--- src/rtl/world_scheduler.sv ---
// world_scheduler
//   Walks the world cube memory one entry at a time and hands every valid
//   cube to a free cube_drawer lane, choosing lanes round-robin. One entry
//   is fetched per FETCH/WAIT/DISPATCH round trip; there is no prefetch.
//   An abort stops further dispatch, lets the busy lanes finish, and then
//   ends the scan with done and aborted both high.
//
// Ports
//   clk_in           system clock
//   rst_n_in         synchronous reset, active low
//   start            begin a scan (only accepted when idle)
//   abort            stop dispatching, drain the lanes, then finish
//   world_read       world entry {valid, x, y, z}; z sits in the LSBs
//   world_read_addr  world memory read address
//   lane_start       one-cycle start pulse per lane
//   lane_x/y/z_corner  per-lane corners, packed, lane i at [i*COORD_WIDTH +: COORD_WIDTH]
//   lane_done        one-cycle completion pulse from each lane
//   busy             high from an accepted start until the done pulse
//   done             one-cycle pulse when the scan is over and all lanes are idle
//   aborted          set when the scan ended by abort; cleared by the next start
//   cubes_drawn      valid cubes dispatched during this scan
//   cubes_skipped    invalid entries skipped during this scan
//
// COORD_WIDTH is expected to be even; world fields are COORD_WIDTH/2 bits.
module world_scheduler #(
    parameter int COORD_WIDTH  = 32,
    parameter int WORLD_SIZE   = 100,
    parameter int WORLD_BITS   = 7,
    parameter int READ_LATENCY = 2,
    parameter int NUM_LANES    = 2
) (
    input  logic                             clk_in,
    input  logic                             rst_n_in,
    input  logic                             start,
    input  logic                             abort,
    input  logic [3*(COORD_WIDTH/2):0]       world_read,
    output logic [WORLD_BITS-1:0]            world_read_addr,
    output logic [NUM_LANES-1:0]             lane_start,
    output logic [NUM_LANES*COORD_WIDTH-1:0] lane_x_corner,
    output logic [NUM_LANES*COORD_WIDTH-1:0] lane_y_corner,
    output logic [NUM_LANES*COORD_WIDTH-1:0] lane_z_corner,
    input  logic [NUM_LANES-1:0]             lane_done,
    output logic                             busy,
    output logic                             done,
    output logic                             aborted,
    output logic [WORLD_BITS:0]              cubes_drawn,
    output logic [WORLD_BITS:0]              cubes_skipped
);

    localparam int HALF    = COORD_WIDTH / 2;
    localparam int ENTRY_W = 3 * HALF + 1;
    localparam int LAT_W   = (READ_LATENCY > 1) ? $clog2(READ_LATENCY) : 1;
    localparam int LANE_W  = (NUM_LANES > 1) ? $clog2(NUM_LANES) : 1;

    localparam logic [2:0] ST_IDLE     = 3'd0;
    localparam logic [2:0] ST_FETCH    = 3'd1;
    localparam logic [2:0] ST_WAIT     = 3'd2;
    localparam logic [2:0] ST_DISPATCH = 3'd3;
    localparam logic [2:0] ST_DRAIN    = 3'd4;
    localparam logic [2:0] ST_DONE     = 3'd5;

    logic [2:0]            state_q, state_d;
    logic [WORLD_BITS-1:0] addr_q, addr_d;
    logic [LAT_W-1:0]      lat_q, lat_d;
    logic [ENTRY_W-1:0]    entry_q, entry_d;
    logic [LANE_W-1:0]     rr_q, rr_d;
    logic [NUM_LANES-1:0]  lane_active_q, lane_active_d;
    logic [NUM_LANES-1:0]  lane_start_q, lane_start_d;
    logic                  busy_q, busy_d;
    logic                  done_q, done_d;
    logic                  aborted_q, aborted_d;
    logic [WORLD_BITS:0]   drawn_q, drawn_d;
    logic [WORLD_BITS:0]   skipped_q, skipped_d;

    logic                  pick_found;
    logic [LANE_W-1:0]     pick_lane;
    logic                  fire;
    logic                  advance;

    logic                  entry_valid;
    logic [HALF-1:0]       entry_x, entry_y, entry_z;

    assign entry_valid = entry_q[ENTRY_W-1];
    assign entry_x     = entry_q[3*HALF-1:2*HALF];
    assign entry_y     = entry_q[2*HALF-1:HALF];
    assign entry_z     = entry_q[HALF-1:0];

    // First free lane at or after the round-robin pointer. Uses the
    // registered busy flags, so a lane finishing this very cycle is still
    // treated as busy and can only be picked one cycle later.
    always_comb begin
        int idx;
        pick_found = 1'b0;
        pick_lane  = '0;
        idx        = 0;
        for (int k = NUM_LANES - 1; k >= 0; k--) begin
            idx = int'(rr_q) + k;
            if (idx >= NUM_LANES) begin
                idx = idx - NUM_LANES;
            end
            if (!lane_active_q[LANE_W'(idx)]) begin
                pick_found = 1'b1;
                pick_lane  = LANE_W'(idx);
            end
        end
    end

    always_comb begin
        state_d       = state_q;
        addr_d        = addr_q;
        lat_d         = lat_q;
        entry_d       = entry_q;
        rr_d          = rr_q;
        busy_d        = busy_q;
        done_d        = 1'b0;
        aborted_d     = aborted_q;
        drawn_d       = drawn_q;
        skipped_d     = skipped_q;
        lane_start_d  = '0;
        lane_active_d = lane_active_q & ~lane_done;
        fire          = 1'b0;
        advance       = 1'b0;

        case (state_q)
            ST_IDLE: begin
                if (start) begin
                    addr_d    = '0;
                    drawn_d   = '0;
                    skipped_d = '0;
                    aborted_d = 1'b0;
                    busy_d    = 1'b1;
                    state_d   = ST_FETCH;
                end
            end
            ST_FETCH: begin
                lat_d = '0;
                if (abort) begin
                    aborted_d = 1'b1;
                    state_d   = ST_DRAIN;
                end else begin
                    state_d = ST_WAIT;
                end
            end
            ST_WAIT: begin
                if (abort) begin
                    aborted_d = 1'b1;
                    state_d   = ST_DRAIN;
                end else if (lat_q == LAT_W'(READ_LATENCY - 1)) begin
                    entry_d = world_read;
                    state_d = ST_DISPATCH;
                end else begin
                    lat_d = lat_q + 1'b1;
                end
            end
            ST_DISPATCH: begin
                // Abort wins over a dispatch that would happen this cycle.
                if (abort) begin
                    aborted_d = 1'b1;
                    state_d   = ST_DRAIN;
                end else if (!entry_valid) begin
                    skipped_d = skipped_q + 1'b1;
                    advance   = 1'b1;
                end else if (pick_found) begin
                    fire      = 1'b1;
                    drawn_d   = drawn_q + 1'b1;
                    advance   = 1'b1;
                    lane_start_d[pick_lane]  = 1'b1;
                    lane_active_d[pick_lane] = 1'b1;
                    if (pick_lane == LANE_W'(NUM_LANES - 1)) begin
                        rr_d = '0;
                    end else begin
                        rr_d = pick_lane + 1'b1;
                    end
                end
            end
            ST_DRAIN: begin
                if (lane_active_q == '0) begin
                    done_d  = 1'b1;
                    busy_d  = 1'b0;
                    state_d = ST_DONE;
                end
            end
            ST_DONE: begin
                state_d = ST_IDLE;
            end
            default: begin
                state_d = ST_IDLE;
            end
        endcase

        if (advance) begin
            if (addr_q == WORLD_BITS'(WORLD_SIZE - 1)) begin
                state_d = ST_DRAIN;
            end else begin
                addr_d  = addr_q + 1'b1;
                state_d = ST_FETCH;
            end
        end
    end

    always_ff @(posedge clk_in) begin
        if (!rst_n_in) begin
            state_q       <= ST_IDLE;
            addr_q        <= '0;
            lat_q         <= '0;
            entry_q       <= '0;
            rr_q          <= '0;
            lane_active_q <= '0;
            lane_start_q  <= '0;
            busy_q        <= 1'b0;
            done_q        <= 1'b0;
            aborted_q     <= 1'b0;
            drawn_q       <= '0;
            skipped_q     <= '0;
        end else begin
            state_q       <= state_d;
            addr_q        <= addr_d;
            lat_q         <= lat_d;
            entry_q       <= entry_d;
            rr_q          <= rr_d;
            lane_active_q <= lane_active_d;
            lane_start_q  <= lane_start_d;
            busy_q        <= busy_d;
            done_q        <= done_d;
            aborted_q     <= aborted_d;
            drawn_q       <= drawn_d;
            skipped_q     <= skipped_d;
        end
    end

    // Per-lane corner registers: the world field lands in the upper half,
    // which keeps its sign, with zero fraction bits below.
    generate
        for (genvar gi = 0; gi < NUM_LANES; gi++) begin : g_lane
            logic [COORD_WIDTH-1:0] x_q, y_q, z_q;

            always_ff @(posedge clk_in) begin
                if (!rst_n_in) begin
                    x_q <= '0;
                    y_q <= '0;
                    z_q <= '0;
                end else if (fire && (pick_lane == LANE_W'(gi))) begin
                    x_q <= COORD_WIDTH'({entry_x, {HALF{1'b0}}});
                    y_q <= COORD_WIDTH'({entry_y, {HALF{1'b0}}});
                    z_q <= COORD_WIDTH'({entry_z, {HALF{1'b0}}});
                end
            end

            assign lane_x_corner[gi*COORD_WIDTH +: COORD_WIDTH] = x_q;
            assign lane_y_corner[gi*COORD_WIDTH +: COORD_WIDTH] = y_q;
            assign lane_z_corner[gi*COORD_WIDTH +: COORD_WIDTH] = z_q;
        end
    endgenerate

    assign world_read_addr = addr_q;
    assign lane_start      = lane_start_q;
    assign busy            = busy_q;
    assign done            = done_q;
    assign aborted         = aborted_q;
    assign cubes_drawn     = drawn_q;
    assign cubes_skipped   = skipped_q;

endmodule

--- config.mk ---
export PLATFORM = sky130hd
export DESIGN_NAME = world_scheduler
export DESIGN_NICKNAME = d
export VERILOG_FILES = /design/src/rtl/world_scheduler.sv
export SDC_FILE = /design/constraint.sdc
export NUM_CORES = 1
export LEC_CHECK = 0
export ABC_AREA = 0
export ABC_CLOCK_PERIOD_IN_PS = 2900
export BUFFER_PORTS_ARGS = -buffer_cell sky130_fd_sc_hd__buf_2
export CORE_ASPECT_RATIO = 0.9
export CORE_MARGIN = 2
export CORE_UTILIZATION = 41
export CTS_BUF_LIST = sky130_fd_sc_hd__clkbuf_4 sky130_fd_sc_hd__clkbuf_8
export CTS_CLUSTER_SIZE = 40
export DETAILED_ROUTE_END_ITERATION = 16
export PLACE_DENSITY = 0.67
export SLEW_MARGIN = 20
export SYNTH_ARGS = -nofsm -noshare
export SYNTH_HDL_FRONTEND = slang
export SYNTH_SLANG_ARGS = --single-unit
--- constraint.sdc ---
create_clock -name clk_in -period 2.9 [get_ports clk_in]
set_input_delay 0.29 -clock clk_in [delete_from_list [all_inputs] [get_ports clk_in]]
set_output_delay 0.29 -clock clk_in [all_outputs]
set_load 0.005 [all_outputs]
==> impl_results.md, run 1 <==
* Power per cell area at 535 nW/um^2
* Via count at 6,272
* Initial DRC Count at 391
* DP Worst Slack at 0.623 ns
* GPL Wtd Cong at 0.776
* Worst-skew pair later-pin latency at 0.46 ns
* WL final at 18,000 um
* Final HPWL DP at 12,000 um
* Vias in the first global route at 5,646
* Most common flop cell mapped by yosys: dfxtp_1
* First-pass GRT wire length at 28,800 um
* All-Layer GR Usage at 18.2%
* Cells after Synth at 936
* ANT cells at 0
* Root Driver: clkbuf_8
* R2r setup slk at 0.62 ns
* Setup violators final at 0
* Post-Route Setup TNS at 0 ns
* Synth Area per Inst at 7.95 um^2
* Leak at 0.00350 uW
* Synthesized cell area at 7440 um^2
* Part of the cycle the worst path needs at 78.5%
* Setup CP Type: reg -> reg
* CP Capture Type: register
* Max frequency at 439 MHz
* Unrepaired setup endpoints after global routing: no
* Crit path time final at 2.28 ns
* Fin. Hold Viols at 0
* Critical Path Sink: g_lane[1].y_q[30]
* Post CTS Setup Buffer Count at 0
* Synthesis Warnings at 0
* Filler cells at 1,823
* Post-synth ARST share at 0%
* DR pass1 iterations at 5
* Nets at 1,142
* Initial antenna violation count at 1
* Die Span X at 146 um
* H-tree lvl count at 4
* Hold buffer count at CTS at 0
* WP data required at 3.25 ns
* Crit path launch type: register
* GRT overflow at 0
* Cell taking the most area after synthesis: dfxtp_1
* Die outline height at 132 um
* Std-Cell Rows at 46
* Fin Clk Skew at 0.0140 ns
* Path depth of the worst reg2reg path at 5
* Layout cells sized above 1 at 21.7%
* WP data arrival at 2.63 ns
* Starting Density at 42.0%
* Register area at 3600 um^2
* Vias per cell at 4.69
* EDFF count, synth at 0
* Post-synth top area share at 48.4%
* Crit path from: state_q[1]
* Post-layout util at 48.3%
* Residual DRC count at 0
* Placed Cells at 1,305
* CTS resizes at 0
* RR Endpoint: g_lane[1].y_q[30]
* CTS max path bufs at 2
* Outcome: finished, final reports clean
* Io pins at 275
* CTS Buf Count at 17
* # clock sinks at 180
* Max_slew headroom at 35.4%
* Clk pin slew, worst setup/hold paths at 0.10 ns
* Final Power at 4580 uW
* Number of routed nets with antenna violations at 0
* PnR worst setup slack at 0.623 ns
* Worst-Margin Slew at 0.970 ns
* R2R Path Start: state_q[1]
* CTS tree: built
* Hold Path Class: in -> reg
* Largest cells by area after synthesis: dfxtp_1 (48%), nand2_1 (15%), a21oi_1 (11%)
* Core area at 17,700 um^2
* Wire per inst at 13.5 um
* Layout Cells excl Fill at 1,336
* Distinct cells, synth at 53
* Multi-input gate area at 3230 um^2
* Max Slew Vio Count at 0
* VDD IR max at 269 uV
* Largest net degree at the start of global routing at 81
* CP Max Fanout at 22
* Die ar. at 19,200 um^2
* Max-cap violation count at 0
* Register area share after synthesis at 48.4%
* PortBufs at 178
* Yosys reg bits at 180
* Area Growth Syn to Fin at 15.1%
==> area by class of cell <==
cell class	count	area share, %
timing repair buffer	190	11.7
tap	240	3.51
inverter	4	0.205
multi-input combinational	691	37.7
clock buffer	21	3.30
clock inverter	10	1.43
sequential	180	42.1
==> worst min-delay path by stage <==
stage / from / to / slack (ns) / cells past startpoint
floorplan: world_read[0] / entry_q[0] / 0.43 / 2
global placement: g_lane[0].z_q[18] / g_lane[0].z_q[18] / 0.44 / 2
detailed placement: g_lane[1].z_q[31] / g_lane[1].z_q[31] / 0.44 / 2
CTS: world_read[23] / entry_q[23] / 0.01 / 3
global route: world_read[23] / entry_q[23] / 0.02 / 3
finish: world_read[36] / entry_q[36] / 0.05 / 3
==> flip-flops by register name, summed over array words and instances (netlist names), 2 cells and up <==
signal and cells:
entry_q 49, g_lane.x_q 32, g_lane.y_q 32, g_lane.z_q 32, cubes_drawn 8, cubes_skipped 8, world_read_addr 7, state_q 3
lane_active_q 2, lane_start 2
==> layer usage <==
layer	GRT usage, %	wire length [um]	up-vias
met3	6.37	1410	26
met5	0	0	-
met4	6.31	299	0
met2	27.7	8180	197
met1	24.1	8120	2868
li1	-	-	3181
==> layout by cell type (no fill, tap or decap), types with 3 or more instances in the layout <==
cell        Yosys  final
nand2_1       300    300
dfxtp_1       180    180
buf_2           6    178
a21oi_1       164    164
conb_1          1     96
clkbuf_8        0     20
o21ai_0        16     16
nor2_1         14     14
nand3_1        13     11
buf_4          96     10
nand2b_1        7      7
or3_1           7      6
xor2_1          6      6
nand4_1         5      5
o31ai_1         5      5
or4_1           4      4
a31oi_1         4      4
nor2b_1         3      3
o211ai_1        3      3
inv_1           3      3
and4b_1         3      3
ha_1            3      3
clkinvlp_4      0      3
inv_6           0      3
==> power by group <==
group	internal [uW]	leakage [uW]	switching, uW
Combinational	108	0.00185	179
Clock	848	0.000199	908
Sequential	2490	0.00145	45.2
==> per-stage QoR <==
stage	instance area, um^2	hold slack [ns]
final	8560	0.0541
after floorplan	7800	0.426
after global placement	8160	0.439
after detailed placement	8160	0.443
after CTS	8560	0.0142
after global routing	8560	0.0250
==> synth_stat cells, types with 4 or more instances <==
cell type and instances:
a21oi_1 164, a31oi_1 4, buf_1 4, buf_2 6, buf_4 96, clkbuf_1 48, dfxtp_1 180, nand2_1 300
nand2b_1 7, nand3_1 13, nand4_1 5, nor2_1 14, o21ai_0 16, o31ai_1 5, or3_1 7, or4_1 4
xor2_1 6
==> logic make-up after synthesis <==
| logic type | count (synthesis) | synth area share, % |
|---|---|---|
| AO/OA/AOI/OAI | 203 | 14.6 |
| XOR/XNOR | 6 | 0.706 |
| adder cells (fa/ha/maj) | 3 | 0.504 |
| buffers and inverters | 160 | 13.2 |
| flip-flops | 180 | 48.4 |
| multiplexers | 3 | 0.420 |
| other | 1 | 0.0504 |
| AND/OR/NAND/NOR | 380 | 22.1 |
==> critical path, cell delays in order (launching register included) <==
cell      delay, ns
dfxtp_1        0.65
and4bb_2       0.43
nand3_2        0.49
buf_4          0.43
nand2_1        0.10
a21oi_1        0.07
No activity file was read; power rests on OpenSTA's default activity.
==> inputs of run 2 (changes only) <==
- ABC_CLOCK_PERIOD_IN_PS: 2900 -> 2200
- clock period: 2.9 -> 2.2 ns (I/O delays scaled with it)
==> impl_results.md, run 2 (synthesis results as in run 1) <==
* Io pins at 275 (unchanged)
* Met2 wire len at 9300 um (+14%)
* Die Span X at 146 um (unchanged)
* H-tree lvl count at 4 (unchanged)
* # clock sinks at 180 (unchanged)
* WP data required at 2.58 ns (-0.67 ns)
* Setup violators final at 0 (unchanged)
* Fin. Hold Viols at 0 (unchanged)
* CTS max path bufs at 2 (unchanged)
* Most frequent cells in the layout: nand2_1 (300), dfxtp_1 (180), buf_2 (178), a21oi_1 (164), conb_1 (96)
* DR pass1 iterations at 4 (-1)
* Std-Cell Rows at 46 (unchanged)
* Max_slew headroom at 61.8% (+26 points)
* Power per cell area at 652 nW/um^2 (+22%)
* Clk pin slew, worst setup/hold paths at 0.10 ns (about the same)
* DP Worst Slack at 0.375 ns (-0.248 ns)
* CP Max Fanout at 10 (-55%)
* Initial antenna violation count at 0 (-1)
* Met1 wire length at 8710 um (+7.2%)
* Number of routed nets with antenna violations at 0 (unchanged)
* Die outline height at 132 um (unchanged)
* Crit path time final at 1.85 ns (-0.426 ns)
* Layout cells sized above 1 at 21.5% (-0.19 points)
* Post-layout util at 51.3% (+3.0 points)
* Crit-path cells: or4b_4 > a21boi_4 > or4_1 > a21oi_1
* Filler cells at 1,765 (-3.2%)
* Via count at 6,542 (+4.3%)
* Vias in the first global route at 6,087 (+7.8%)
* Part of the cycle the worst path needs at 84.2% (+5.6 points)
* Starting Density at 42.0% (unchanged)
* Post-Route Setup TNS at 0 ns (unchanged)
* Worst-Margin Slew at 0.570 ns (-0.400 ns)
* Post CTS Setup Buffer Count at 0 (unchanged)
* Max frequency at 540 MHz (+23%)
* GRT overflow at 0 (unchanged)
* Max reg flops at 49 (unchanged)
* CP max stage delay at 0.62 ns (-0.03 ns)
* Nets at 1,202 (+5.3%)
* Core area at 17,700 um^2 (unchanged)
* All-Layer GR Usage at 19.6% (+1.4 points)
* ANT cells at 0 (unchanged)
* PnR worst setup slack at 0.349 ns (-0.274 ns)
* Hold Path Class: in -> reg
* Setup CP Type: reg -> reg
* VDD IR max at 513 uV (+91%)
* Root Driver: clkbuf_8
* Final HPWL DP at 12,200 um (+0.98%)
* Metal3 WL at 1280 um (-9.4%)
* Outcome: finished, final reports clean
* Crit-path slowest cell: or4b_4
* WP data arrival at 2.23 ns (-0.40 ns)
* Most common cell after layout, fill and taps aside: nand2_1
* CP Capture Type: register
* Unrepaired setup endpoints after global routing: no
* Max Used Layer: met4
* Max-cap violation count at 0 (unchanged)
* Initial DRC Count at 338 (-14%)
* Crit path launch type: register
* GPL Wtd Cong at 0.795 (+2.4%)
* CTS tree: built
* CTS Buf Count at 17 (unchanged)
* Residual DRC count at 0 (unchanged)
* Area Growth Syn to Fin at 22.2%
* Wire per inst at 13.9 um (+3.1%)
* Max Slew Vio Count at 0 (unchanged)
* First-pass GRT wire length at 31,000 um (+7.8%)
* Leak at 0.00374 uW (+6.9%)
* Die ar. at 19,200 um^2 (unchanged)
* Fin Clk Skew at 0.0159 ns (+0.00189 ns)
* Largest net degree at the start of global routing at 90 (+11%)
* PortBufs at 178 (unchanged)
* Worst-skew pair later-pin latency at 0.46 ns (about the same)
* WL final at 19,400 um (+7.8%)
* Vias per cell at 4.68 (-0.25%)
* Top reg by flops: entry_q
==> run 2: cell types whose count changed in the layout (fill, tap and decap cells not counted) <==
cell,change
clkinv_4,+3
dlygate4sd3_1,+50
clkinv_2,+1
inv_6,+1
bufinv_16,-2
clkbuf_8,-2
buf_4,+10
clkbuf_4,+1
clkinvlp_4,-1
==> run 2: worst paths after layout <==
path | slack, ns | endpoint | startpoint | depth (start not counted)
setup / recovery | 0.35 | cubes_drawn[6] | state_q[2] | 4
hold reg to reg | 0.45 | g_lane[1].x_q[23] | g_lane[1].x_q[23] | 2
hold / removal | 0.04 | lane_active_q[0] | lane_done[0] | 3
setup reg to reg | 0.35 | cubes_drawn[6] | state_q[2] | 4
==> run 2: worst max-delay path, delay by kind of cell, from the launching register on <==
family / cells / cell delay (ns)
AOI/OAI and AO/OA: 2 / 0.35
DFF: 1 / 0.34
and+or+nand+nor: 2 / 1.10
==> run 2: layer usage <==
layer | track usage (%) | up-vias
met5 | 0 | -
met4 | 3.67 | 0
met3 | 6.64 | 8
met2 | 32.2 | 181
met1 | 25.4 | 3054
li1 | - | 3299
==> run 2: what timing repair did <==
| item | in CTS | in global routing |
|---|---|---|
| gates resized for setup | 0 | 0 |
| hold endpoints to repair | 50 | 0 |
| hold buffers | 50 | 0 |
==> run 2: report_power, final <==
group | switching, uW | internal [uW] | leakage [uW]
clock | 1250 | 855 | 0.000181
sequential | 24.7 | 3290 | 0.00145
combinational | 289 | 223 | 0.00211
total | 1570 | 4360 | 0.00374
==> run 2: per-stage QoR <==
stage / cell area, um^2 / std cells / power (uW) / hold WS, ns
CTS: 9090 / 1397 / 6000 / 0.00423
floorplan: 7800 / 1031 / 3810 / 0.356
global route: 9090 / 1397 / 6190 / 0.00823
global placement: 8230 / 1315 / 3820 / 0.438
detailed placement: 8230 / 1315 / 3820 / 0.444
finish: 9090 / 1397 / 5930 / 0.0394
==> run 2: final cells by class <==
type / count / area (um^2) / area share (%)
tap: 240 / 300 / 3.30
sequential: 180 / 3600 / 39.6
multi-input combinational: 691 / 3230 / 35.5
timing repair buffer: 250 / 1580 / 17.4
clock inverter: 12 / 95.1 / 1.05
inverter: 4 / 17.5 / 0.193
clock buffer: 20 / 263 / 2.89
==> inputs of run 3 (changes only) <==
- ABC_AREA: 0 -> 1
- ABC_CLOCK_PERIOD_IN_PS: 2200 -> 1600
- PLACE_DENSITY: 0.67 -> 0.7
- clock period: 2.2 -> 1.6 ns (I/O delays scaled with it)
==> impl_results.md, run 3 <==
* Outcome: finished, final reports clean
* Comb pwr share at 14.1% (+5.5 points)
* Largest cells by area after synthesis: dfxtp_1 (47%), nor2_1 (17%), buf_4 (9.8%)
* Synthesis Warnings at 0 (unchanged)
* # clock sinks at 180 (unchanged)
* Final HPWL DP at 12,900 um (+6.4%)
* GPL Wtd Cong at 0.851 (+7.0%)
* VDD IR max at 759 uV (+48%)
* Via count at 7,110 (+8.7%)
* Power per cell area at 980 nW/um^2 (+50%)
* ANT cells at 0 (unchanged)
* CP Max Fanout at 32 (+22)
* H-tree lvl count at 4 (unchanged)
* Core area at 18,300 um^2 (+3.5%)
* Leak at 0.00501 uW (+34%)
* Nets at 1,325 (+10%)
* Layout cells sized above 1 at 21.9% (+0.35 points)
* Vias in the first global route at 6,332 (+4.0%)
* Cells after Synth at 1,032 (+10%)
* GRT overflow at 0 (unchanged)
* CTS Buf Count at 17 (unchanged)
* Initial DRC Count at 353 (+4.4%)
* Io pins at 275 (unchanged)
* Max-cap violation count at 0 (unchanged)
* Most common cell after layout, fill and taps aside: nor2_1
* Crit path time final at 1.52 ns (-0.333 ns)
* Worst-skew pair later-pin latency at 0.47 ns (about the same)
* Filler cells at 1,775 (+0.57%)
* Max Slew Vio Count at 0 (unchanged)
* Int Pwr at 6800 uW (+56%)
* Die Span X at 148 um (+1.4%)
* Clk pin slew, worst setup/hold paths at 0.10 ns (about the same)
* Die outline height at 134 um (+1.4%)
* WP data required at 1.97 ns (-0.61 ns)
* Top reg by flops: entry_q
* Share of total power in the clock network at 36.4% (+0.9 points)
* Sw Share at 28.1% (+1.7 points)
* WL final at 20,500 um (+5.7%)
* Largest net degree at the start of global routing at 95 (+5.6%)
* Max reg flops at 49 (unchanged)
* First-pass GRT wire length at 31,800 um (+2.7%)
* Synthesized cell area at 7660 um^2 (+2.9%)
* Distinct cells, synth at 33 (-38%)
* Fin Clk Skew at 0.0217 ns (+0.00584 ns)
* Post-synth top area share at 47.0% (-1.4 points)
* Yosys reg bits at 180 (unchanged)
* Initial antenna violation count at 0 (unchanged)
* Residual DRC count at 0 (unchanged)
* Crit-path cells: inv_4 > nand3_4 > nor2_4 > nand3_4 > nor2_4 > inv_2 > buf_12 > nor2_2 > nor2_1
* Register area share after synthesis at 47.0% (-1.4 points)
* Switch Pwr at 2660 uW (+70%)
* Post-synth top cells: nor2_1 (340), dfxtp_1 (180), o21ai_0 (144)
* Post-Route Setup TNS at 0 ns (unchanged)
* Std-Cell Rows at 47 (+2.2%)
* Starting Density at 41.8% (-0.23 points)
* Hold WS at 0.117 ns (+0.0776 ns)
* Most common flop cell mapped by yosys: dfxtp_1
* Cell taking the most area after synthesis: dfxtp_1
* Die ar. at 19,800 um^2 (+2.8%)
* Most frequent cells in the layout: nor2_1 (330), dfxtp_1 (177), buf_2 (177), o21ai_0 (144), conb_1 (96)
* Sequential power share at 49.5% (-6.3 points)
* CP max stage delay at 0.38 ns (-0.24 ns)
* Unrepaired setup endpoints after global routing: yes
* Wire per inst at 13.5 um (-3.2%)
* All-Layer GR Usage at 19.9% (+0.34 points)
* DR pass1 iterations at 5 (+1)
* Hold Path Class: in -> reg
* CP Capture Type: register
* Area Growth Syn to Fin at 26.0%
* Vias per cell at 4.66 (-0.44%)
* Synth Area per Inst at 7.42 um^2 (-6.6%)
* WP data arrival at 1.88 ns (-0.35 ns)
* CTS max path bufs at 2 (unchanged)
* CTS tree: built
* PortBufs at 178 (unchanged)
* EDFF count, synth at 0 (unchanged)
* PnR worst setup slack at 0.0819 ns (-0.267 ns)
* DP Worst Slack at -0.0157 ns (-0.391 ns)
* Number of routed nets with antenna violations at 0 (unchanged)
* Max frequency at 659 MHz (+22%)
* Setup violators final at 0 (unchanged)
* Part of the cycle the worst path needs at 94.9% (+11 points)
* Post-synth ARST share at 0% (unchanged)
* Most frequent cell after synthesis: nor2_1
* Fin. Hold Viols at 0 (unchanged)
* Setup CP Type: reg -> reg
* Crit path launch type: register
* Root Driver: clkbuf_8
* Crit-path slowest cell: dfxtp_4
## run 3: cell count changes after synthesis, sizes merged, moves of 4 or more
cell / delta
a21oi: -140
a31oi: -4
buf: +5
clkbuf: -13
inv: +33
nand2: -212
nand2b: -7
nand3: +19
nor2: +333
o21ai: +134
o31ai: -4
or3: -7
or4: -4
## run 3: final cells by class
type / instances / area, um^2 / share of cell area [%]
Inverter: 38 / 148 / 1.53
Clock inverter: 13 / 185 / 1.92
Multi-Input combinational cell: 761 / 3320 / 34.4
Timing Repair Buffer: 269 / 1820 / 18.9
Sequential cell: 180 / 3610 / 37.5
Clock buffer: 19 / 255 / 2.64
Tap cell: 245 / 307 / 3.18
## run 3: metal layers
metal | GRT usage (%) | wire (um) | vias to the layer above
met5 | 0 | 0 | -
met4 | 5.71 | 297 | 0
met3 | 5.62 | 1410 | 27
met2 | 32.5 | 9670 | 269
met1 | 25.8 | 9140 | 3265
li1 | - | - | 3549
## run 3: critical path: cells and delay by family (launching register included)
family | cells | cell delay [ns]
buffers and inverters | 3 | 0.33
flip-flops | 1 | 0.38
AND/OR/NAND/NOR | 6 | 0.68
## run 3: cell families (layout without fill, tap and decap cells)
| logic type | after synthesis | after routing | synth area share, % |
|---|---|---|---|
| and+or+nand+nor | 476 | 476 | 25.0 |
| xor gates and xnor gates | 6 | 6 | 0.686 |
| DFF | 180 | 180 | 47.0 |
| AOI/OAI and AO/OA | 180 | 180 | 12.0 |
| other | 1 | 96 | 0.0489 |
| adders and majority gates | 3 | 3 | 0.490 |
| buffers and inverters | 186 | 339 | 14.8 |
## run 3: repair_timing
action                                  4_1_cts  5_1_grt
hold buffers                                 53        0
setup buffers                                 0        3
endpoints found under the setup margin        6      153
pin swaps                                     0        2
resized for setup                             2       25
gates cloned                                  0        1
hold endpoints to repair                     53        0
## run 3: worst paths after layout
check	to	slack (ns)	from	cells past startpoint
worst min register to register	lane_active_q[1]	0.47	lane_active_q[1]	2
worst max-delay path	g_lane[0].y_q[21]	0.08	state_q[2]	9
worst min-delay path	world_read_addr[3]	0.12	start	4
worst max register to register	g_lane[0].y_q[21]	0.08	state_q[2]	9
## run 3: power groups by stage
stage,Sequential [uW],Combinational (uW),Clock [uW]
final,4680,1340,3440
after CTS,4650,1290,3520
after global placement,4750,1160,0
after detailed placement,4760,1170,0
after floorplan,4750,856,0
after global routing,4690,1500,3730
## run 3: metrics by stage
stage	total power (uW)	std cells	instance area, um^2	utilization [%]
2_1_floorplan	5600	1127	8020	-
3_3_place_gp	5910	1436	8550	46.6
3_5_place_dp	5920	1436	8550	46.6
4_1_cts	9460	1521	9520	51.9
5_1_grt	9930	1525	9650	52.6
6_report	9460	1525	9650	52.6
